<file path="src/rtl/upe_mul16uu_core.sv">
// ---------------------------------------------------------------------------
// upe_mul16uu_core
//   Unsigned x unsigned integer multiplier, WIDTH x WIDTH -> 2*WIDTH, with a
//   valid qualifier. This is the arithmetic core of the UPE datapath. It
//   accepts one operand pair per cycle and returns the exact full-width
//   product, in order, with no stalls.
//
//   Structure
//     Stage 1 splits B into a low half and a high half. It forms two partial
//     products, PL = A*B_lo and PH = A*B_hi, each WIDTH+WIDTH/2 bits wide.
//     Stage 2 combines them as Out = PL + (PH << WIDTH/2) into the output
//     register.
//
//   Configuration macro: UPE_MUL16_PIPE_EN
//     defined   : PL, PH and their valid bit are registered between the two
//                 stages. The latency is 2 edges.
//     undefined : both stages form one combinational cone into the output
//                 register. The latency is 1 edge.
//     The results are the same in both builds. Only the latency differs.
//
//   Parameters
//     WIDTH      operand width (even, >= 4), default 16
//
//   Ports
//     clk        single clock, rising edge
//     rst        asynchronous, active-high reset
//     in_valid   A/B carry a new operand pair this cycle
//     A, B       unsigned operands, WIDTH bits each
//     out_valid  one-cycle pulse per result
//     Out        product A*B, 2*WIDTH bits; holds the last product while
//                out_valid=0
// ---------------------------------------------------------------------------
module upe_mul16uu_core #(
  parameter int WIDTH = 16
) (
  input  logic               clk,
  input  logic               rst,
  input  logic               in_valid,
  input  logic [WIDTH-1:0]   A,
  input  logic [WIDTH-1:0]   B,
  output logic               out_valid,
  output logic [2*WIDTH-1:0] Out
);

  localparam int HALF = WIDTH / 2;
  localparam int PW   = WIDTH + HALF;   // partial-product width
  localparam int OW   = 2 * WIDTH;      // product width

  // part[0] = A * B_lo, part[1] = A * B_hi
  logic [1:0][PW-1:0] part;

  genvar gi;
  generate
    for (gi = 0; gi < 2; gi++) begin : g_part
      assign part[gi] = PW'(A) * PW'(B[gi*HALF +: HALF]);
    end
  endgenerate

  // Operands of stage 2, either registered or taken straight from stage 1
  logic [PW-1:0] s2_pl;
  logic [PW-1:0] s2_ph;
  logic          s2_valid;

`ifdef UPE_MUL16_PIPE_EN
  logic [PW-1:0] pl_reg;
  logic [PW-1:0] ph_reg;
  logic          s1_valid_reg;

  always_ff @(posedge clk or posedge rst) begin
    if (rst) begin
      pl_reg       <= '0;
      ph_reg       <= '0;
      s1_valid_reg <= 1'b0;
    end else begin
      s1_valid_reg <= in_valid;
      // Capture only real operands; bubbles leave the partials untouched
      if (in_valid) begin
        pl_reg <= part[0];
        ph_reg <= part[1];
      end
    end
  end

  assign s2_pl    = pl_reg;
  assign s2_ph    = ph_reg;
  assign s2_valid = s1_valid_reg;
`else
  assign s2_pl    = part[0];
  assign s2_ph    = part[1];
  assign s2_valid = in_valid;
`endif

  // Stage 2: realign the high partial product by half a word and add
  logic [OW-1:0] sum_next;
  assign sum_next = OW'(s2_pl) + (OW'(s2_ph) << HALF);

  logic [OW-1:0] out_reg;
  logic          out_valid_reg;

  always_ff @(posedge clk or posedge rst) begin
    if (rst) begin
      out_reg       <= '0;
      out_valid_reg <= 1'b0;
    end else begin
      out_valid_reg <= s2_valid;
      // Out is held between results so slow consumers can sample any time
      if (s2_valid) begin
        out_reg <= sum_next;
      end
    end
  end

  assign Out       = out_reg;
  assign out_valid = out_valid_reg;

endmodule

</file>
<file path="config.mk">
export PLATFORM = sky130hd
export DESIGN_NAME = upe_mul16uu_core
export DESIGN_NICKNAME = d
export VERILOG_FILES = /design/src/rtl/upe_mul16uu_core.sv
export SDC_FILE = /design/constraint.sdc
export NUM_CORES = 1
export LEC_CHECK = 0
export CORE_MARGIN = 3
export CORE_UTILIZATION = 44
export CTS_CLUSTER_DIAMETER = 100
export CTS_CLUSTER_SIZE = 16
export DETAILED_ROUTE_END_ITERATION = 10
export PLACE_DENSITY = 0.72
export SYNTH_ARGS = -nofsm -noshare
export SYNTH_HDL_FRONTEND = slang
export SYNTH_SLANG_ARGS = --single-unit
</file>
<file path="constraint.sdc">
create_clock -name clk -period 1.17 [get_ports clk]
set_clock_uncertainty 0.2 [all_clocks]
set_input_delay 0.234 -clock clk [delete_from_list [all_inputs] [get_ports clk]]
set_output_delay 0.234 -clock clk [all_outputs]
set_load 0.05 [all_outputs]
</file>
### Word level (Yosys, flattened, before mapping)

Index checks and enable logic that the tools add are counted.

* $mul: 2
* add/sub/neg operators: 1

Operators with widths (count)
* 16-bit by 8-bit multiplier with 24-bit output: 2
* 24-bit by 32-bit adder with 32-bit output: 1

* input port bits: 35
* flip-flop bits (word level): 33
* output and inout port bits: 33
* logic and storage cells: 5

### Longest topological paths before layout

Gate-level depths: netlist of the first run.

* depth after elaboration: 2
* mapped depth: 30
* depth with buffers taken out: 29

### Least setup slack after synthesis of the first run

No wires, ideal clock.

* kind: in2reg
* start point: input A[5]
* end point: register out_reg[27] (netlist: Out[27])
* library setup time: 0.125 ns
* path buffers: 1
* data required time: 0.845 ns
* cell stages on the path: 28
* slack: -6.332 ns
* arrival time: 7.178 ns
* path through: clkbuf_1 -> nand2_1 -> fa_1 -> fa_1 -> inv_1 -> fa_1 -> inv_1 -> fa_1 -> inv_1 -> ha_1 -> o21a_1 -> o31a_2 -> a21o_1 -> fa_1 -> fa_1 -> fa_1 -> fa_1 -> inv_1 -> ha_1 -> nand4_1 -> o21ai_0 -> a31oi_1 -> o211ai_1 -> a41o_1 -> a211oi_1 -> nor2_1 -> xnor2_1 -> mux2_2

* longest elaborated chain between the ends: 2
* elaborated cells between the ends (all ways): 3
* classes of those cells: 1 x add/sub; 2 x mul

Ends and longest elaborated chain
* start, declared: RTL line 39 `input logic [WIDTH-1:0] A,`
* 16-bit by 8-bit multiplier with 24-bit output: RTL line 55 `assign part[gi] = PW'(A) * PW'(B[gi*HALF +: HALF]);`
* 24-bit by 32-bit adder with 32-bit output (*): RTL line 95 `assign sum_next = OW'(s2_pl) + (OW'(s2_ph) << HALF);`
* end signal, assigned: RTL line 108 `out_reg <= sum_next;`
* end, declared: RTL line 97 `logic [OW-1:0] out_reg;`

Every way passes the cells marked *; elsewhere a longest branch is shown, timed or not.
A chain may end at the register's enable or synchronous reset.

### Worst setup path in the final report of the first run

* start point: input A[2]
* end point: register out_reg[27] (netlist: Out[27])

The elaborated chain is that of the path after synthesis.

==> results of run 1 <==
[what timing repair did]
action	4_1_cts	5_1_grt
setup endpoints to repair	65	64
gates cloned	1	0
endpoints found under the hold margin	0	0
setup buffers	31	8
pin swaps	90	61
resized for setup	217	66
[worst min-delay path by stage]
stage | startpoint | endpoint | slack (ns) | cells past startpoint
finish | rst | Out[26]$_DFFE_PP0P_ | 0.09 | 3
global route | rst | Out[30]$_DFFE_PP0P_ | 0.13 | 3
CTS | rst | Out[26]$_DFFE_PP0P_ | 0.1 | 3
detailed placement | Out[26]$_DFFE_PP0P_ | Out[26]$_DFFE_PP0P_ | 0.34 | 2
global placement | Out[26]$_DFFE_PP0P_ | Out[26]$_DFFE_PP0P_ | 0.35 | 2
floorplan | in_valid | out_valid$_DFF_PP0_ | 0.07 | 0
[per-layer routing]
layer / up-vias / track usage (%) / routed length [um]
met5: - / 0 / 0
met4: 0 / 5.544 / 593
met3: 44 / 2.572 / 913
met2: 167 / 41.00 / 13850
met1: 4270 / 26.83 / 10230
li1: 3909 / - / -
[through the flow]
stage / hold slack (ns) / TNS (ns) / cells / instance area, um^2
3_5_place_dp: 0.3444 / -158.61 / 1595 / 13060
2_1_floorplan: 0.06543 / -127.14 / 1111 / 10660
5_1_grt: 0.1272 / -139.59 / 1642 / 14140
6_report: 0.08583 / -134.38 / 1642 / 14140
4_1_cts: 0.09560 / -134.88 / 1635 / 13800
3_3_place_gp: 0.3499 / -156.72 / 1595 / 13060
[final cells by class]
| class | count | area, um^2 | area share [%] |
|---|---|---|---|
| multi-input cells | 811 | 9100 | 64.37 |
| flip-flops and latches | 33 | 825.8 | 5.841 |
| clock buffers | 7 | 142.6 | 1.009 |
| repair buffers | 284 | 2840 | 20.09 |
| inverters | 226 | 848.3 | 6.001 |
| clock inverters | 1 | 30.03 | 0.2124 |
| well taps | 280 | 350.3 | 2.478 |
[cells in the mapped netlist, drive strengths merged, types with 5 or more instances]
cell type,instances,area share (%)
inv,226,8.5
fa,183,37
and2,149,9.4
nand2,135,5.1
ha,96,12
a21oi,40,2.2
clkbuf,37,1.4
dfrtp,33,8.3
xnor2,27,2.4
o21ai,25,1.3
mux2,23,2.6
nor2,23,0.87
a21o,14,1.1
xor2,13,1.2
nand3,10,0.50
a31oi,8,0.50
o211ai,7,0.53
a211oi,6,0.50
nor2b,5,0.31
nor3,5,0.36
[worst reg2reg max path: stages, from the launching register on]
cell and delay, ns:
dfrtp_1 0.40, buf_4 0.14, buf_4 0.12, mux2_4 0.26
[cells by family after synthesis]
family / count (synthesis) / share of synthesized area [%]
XOR/XNOR: 40 / 3.590
AO/OA/AOI/OAI: 125 / 8.887
buffers and inverters: 267 / 10.10
flip-flops: 33 / 8.284
multiplexers: 25 / 2.799
AND/OR/NAND/NOR: 342 / 17.53
adder cells (fa/ha/maj): 279 / 48.80
==> flow_summary.ini, run 1 <==
[floorplanning]
fp.dieW_um = 156.5
die_h_um = 156.5
dieArea_um2 = 24500
ios = 68
start_util_pct = 45.26
coreArea_um2 = 22030
rows = 54

[critical_path]
critPathLaunchType = input port
critPathTopFamily = adder cells
rr_endpoint = Out[1]$_DFFE_PP0P_
critPathMaxFanout = 6
endpoint = Out[27]$_DFFE_PP0P_
cp.arrival_ns = 6.95
critPathMaxStageDelay_ns = 0.55
cp.required_ns = 1.14
cpMaxStageDelayCell = fa_2
cpMostUsedCell = fa_1
reg2reg_depth = 3
worst-path-buf-inv = 5
rr_startpoint = Out[1]$_DFFE_PP0P_
startpoint = A[2]
cp.depth = 28
r2r_setup_slack_ns = -0.07
endpoint_kind = flip-flop
crit_type = in -> reg

[global_route]
grt_pass1_wl_um = 44230
antenna_found_initial = 0
grt_pass1_vias = 9603
grt_usage_pct = 21.94
overflow = 0
grt_max_degree = 34

[logic_synthesis]
ys.flop_type = dfrtp_1
ys_seq_area_share_pct = 8.284
async_flop_share_pct = 100.0
synth_edf_count = 0
syn_avg_cell_area_um2 = 8.972
yosys.cell_types.count = 58
synth_nets = 1425
syn_area_um2 = 9968
syn_inst = 1111
ys_ff_latch = 33
yosys_warnings = 0

[clock_tree]
postCtsHoldBufs = 0
clock-root-buffer = clkbuf_16
cts.path.max_buffers = 2
cts_buffers = 5
worst_skew_pair.late_latency_ns = 0.28
clkSlewWorstSetupHoldPaths_ns = 0.06
cts_tree = yes
h-tree-depth = 2
clock_sinks = 33

[route]
wl_per_cell_um = 15.59
final_antenna_net_count = 0
viasPerCell = 5.110
post-route-drc-count = 0
dr.pass1.iters = 5
drt-initial-drc-count = 323
routed_wl_um = 25590
vias = 8390

[cells_and_area]
final_nets = 1675
postLayoutCoreUtil_pct = 64.18
final_cell_mix = inv_1, buf_4, fa_1
fillers = 1751
largest_reg_flops = 32
num_antenna_cells = 0
final_common_cell = inv_1
area_growth_pct = 41.82
drive_gt1_share_pct = 35.02

[place]
dp_hpwl_um = 20810
port_buffers = 67
gp_congestion = 0.8585
place_ws_ns = -6.742

[timing]
period_minus_slack_ns = 6.983
rsz0062_at_grt = yes
slew_headroom_pct = 72.39
post-route-period-util_pct = 596.9
slew_viol_final = 0
setup_viol = 64
hold_violations = 0
setup_ws_ns = -5.813
tightest_slew_ns = 0.4123
fmax_mhz = 143.2

[status]
violations = negative setup slack
status = complete, but fails checks

[min_path]
min_path_type = in -> async

[flow_run]
maxCapViolations = 0
Power of run 1 is not shown: default switching activity piles up to over one toggle a cycle in this logic, so the estimate is an artifact.
==> run 2, diff against run 1 <==
--- a/config.mk
+++ b/config.mk
@@ -5,11 +5,14 @@
 export SDC_FILE = /design/constraint.sdc
 export NUM_CORES = 1
 export LEC_CHECK = 0
+export ABC_AREA = 1
+export CORE_ASPECT_RATIO = 1.5
 export CORE_MARGIN = 3
 export CORE_UTILIZATION = 44
 export CTS_CLUSTER_DIAMETER = 100
 export CTS_CLUSTER_SIZE = 16
 export DETAILED_ROUTE_END_ITERATION = 10
+export HOLD_SLACK_MARGIN = 0.03
 export PLACE_DENSITY = 0.72
 export SYNTH_ARGS = -nofsm -noshare
 export SYNTH_HDL_FRONTEND = slang
==> run 2 against run 1 <==
The flow still finishes with violations (negative setup slack). Maximum frequency up 1.4%. Sequential share of layout area down 0.68 points. Via count up 33%. Critical path type unchanged. First-iteration DRC count rose to 2.7 times the previous value. Critical path depth up 9.
==> flow_summary.ini, run 2 <==
[cells_and_area]
finalNonFillerCells = 2126
fillers = 1676
postLayoutCoreUtil_pct = 67.45
final_common_cell = nand2_1
drive_gt1_share_pct = 36.64
num_antenna_cells = 0
final_cell_mix = nand2_1, inv_1, buf_4
largest_reg_flops = 32
final_nets = 2120
area_growth_pct = 50.23

[clock_tree]
clkSlewWorstSetupHoldPaths_ns = 0.05
clock-root-buffer = clkbuf_16
clock_sinks = 33
h-tree-depth = 2
cts_tree = yes
worst_skew_pair.late_latency_ns = 0.28
cts.path.max_buffers = 2
cts_buffers = 5

[logic_synthesis]
yosys.cell_types.count = 38
synth_edf_count = 0
synth_most_common_cell = nand2_1
ys.flop_type = dfrtp_1
synth_largest_area_cell = fa_1
syn_inst = 1513
yosys_warnings = 0
synthTopCellsByCount = nand2_1, inv_1, fa_1, ha_1, clkbuf_1
ys_seq_area_share_pct = 7.719
syn_avg_cell_area_um2 = 7.071
synth_nets = 1827
ys_ff_latch = 33
async_flop_share_pct = 100.0
synth_top_area_share_pct = 34.25
synth.area.top_cells = fa_1, nand2_1, inv_1
syn_area_um2 = 10700

[critical_path]
endpoint_kind = flip-flop
critPathMaxFanout = 5
endpoint = Out[29]$_DFFE_PP0P_
startpoint = B[12]
cp.depth = 37
crit_type = in -> reg
cpMaxStageDelayCell = fa_1
reg2reg_depth = 3
critPathTopFamily = adder cells
worst-path-buf-inv = 11
cp.required_ns = 1.19
cp.arrival_ns = 6.90
rr_endpoint = Out[20]$_DFFE_PP0P_
critPathLaunchType = input port
rr_startpoint = Out[20]$_DFFE_PP0P_
r2r_setup_slack_ns = 0.10
critPathMaxStageDelay_ns = 0.60

[global_route]
grt.met2_usage_pct = 49.79
overflow = 0
grt_pass1_wl_um = 57130
grt_util_met1_pct = 30.02
busiest_layer = met2
antenna_found_initial = 0
grt_pass1_vias = 11863
grt_max_degree = 36
grt_use_met3_pct = 2.656
grt_usage_pct = 26.96

[timing]
slew_headroom_pct = 73.05
post-route-period-util_pct = 588.7
hold_violations = 0
rsz0062_at_grt = yes
slew_viol_final = 0
setup_viol = 65
period_minus_slack_ns = 6.887
tightest_slew_ns = 0.4000
fmax_mhz = 145.2
setup_ws_ns = -5.717

[floorplanning]
start_util_pct = 44.90
dieArea_um2 = 26260
fp.dieW_um = 133.3
rows = 69
die_h_um = 197.0
ios = 68
coreArea_um2 = 23830

[place]
port_buffers = 67
dp_hpwl_um = 25760
gp_congestion = 0.9568
dp.cells = 2046

[route]
viasPerCell = 5.231
routed_wl_um = 38720
post-route-drc-count = 0
vias = 11122
wl_per_cell_um = 18.21
drt-initial-drc-count = 881
final_antenna_net_count = 0
dr.pass1.iters = 6

[status]
violations = negative setup slack
status = complete, but fails checks

[flow_run]
maxCapViolations = 0

[min_path]
min_path_type = in -> async
## run 2: cell types whose count changed in the layout (fill, tap and decap cells not counted), moves of 26 or more
cell	delta
nand2_1	+261
inv_1	+161
and2_1	-122
nand2_2	+53
inv_2	+36
buf_4	+29
and2_4	-26
## run 2: kinds of logic after synthesis
family | Yosys count | synth area share (%)
AND/OR/NAND/NOR | 582 | 22.16
flip-flops | 33 | 7.719
adder cells (fa/ha/maj) | 279 | 45.47
AO/OA/AOI/OAI | 92 | 4.749
XOR/XNOR | 26 | 2.129
buffers and inverters | 501 | 17.77
## run 2: what timing repair did
item | CTS | global route
resized for setup | 254 | 207
setup endpoints to repair | 65 | 65
cloned | 4 | 0
pin swaps | 106 | 122
buffers inserted | 53 | 31
hold buffers | 0 | 0
## run 2: worst reg2reg max path, cell delays in order, from the launching register on
cell     delay (ns)
dfrtp_2        0.46
buf_4          0.15
nand2_1        0.07
o21ai_2        0.07
## run 2: metrics by stage
stage / instance area [um^2] / hold slack [ns] / setup slack (ns) / TNS (ns)
2_1_floorplan: 11510 / 0.06543 / -5.421 / -124.45
3_3_place_gp: 13990 / 0.3183 / -6.184 / -150.64
3_5_place_dp: 13990 / 0.3310 / -6.264 / -152.53
4_1_cts: 15380 / 0.1081 / -5.692 / -137.11
5_1_grt: 16070 / 0.1237 / -5.941 / -141.54
6_report: 16070 / 0.1052 / -5.717 / -137.56
## run 2: metal layers
metal | routed length [um] | vias to the layer above
li1 | - | 4909
met1 | 13030 | 5389
met2 | 20130 | 578
met3 | 2367 | 246
met4 | 3186 | 0
met5 | 0 | -
## run 2: worst min path at each step
stage	from	endpoint	cells past startpoint
2_1_floorplan	in_valid	out_valid$_DFF_PP0_	0
3_3_place_gp	Out[3]$_DFFE_PP0P_	Out[3]$_DFFE_PP0P_	2
3_5_place_dp	Out[26]$_DFFE_PP0P_	Out[26]$_DFFE_PP0P_	2
4_1_cts	rst	Out[20]$_DFFE_PP0P_	3
5_1_grt	rst	Out[11]$_DFFE_PP0P_	3
6_report	rst	Out[11]$_DFFE_PP0P_	3
## run 2: layout make-up
cell class	count	area [um^2]	share of cell area (%)
timing repair buffer	356	3674	22.86
clock buffer	7	142.6	0.8875
tap	319	399.1	2.483
inverter	431	1637	10.18
clock inverter	1	30.03	0.1868
sequential	33	829.5	5.162
multi-input combinational	979	9360	58.24
Power of run 2 is left out for the same reason.
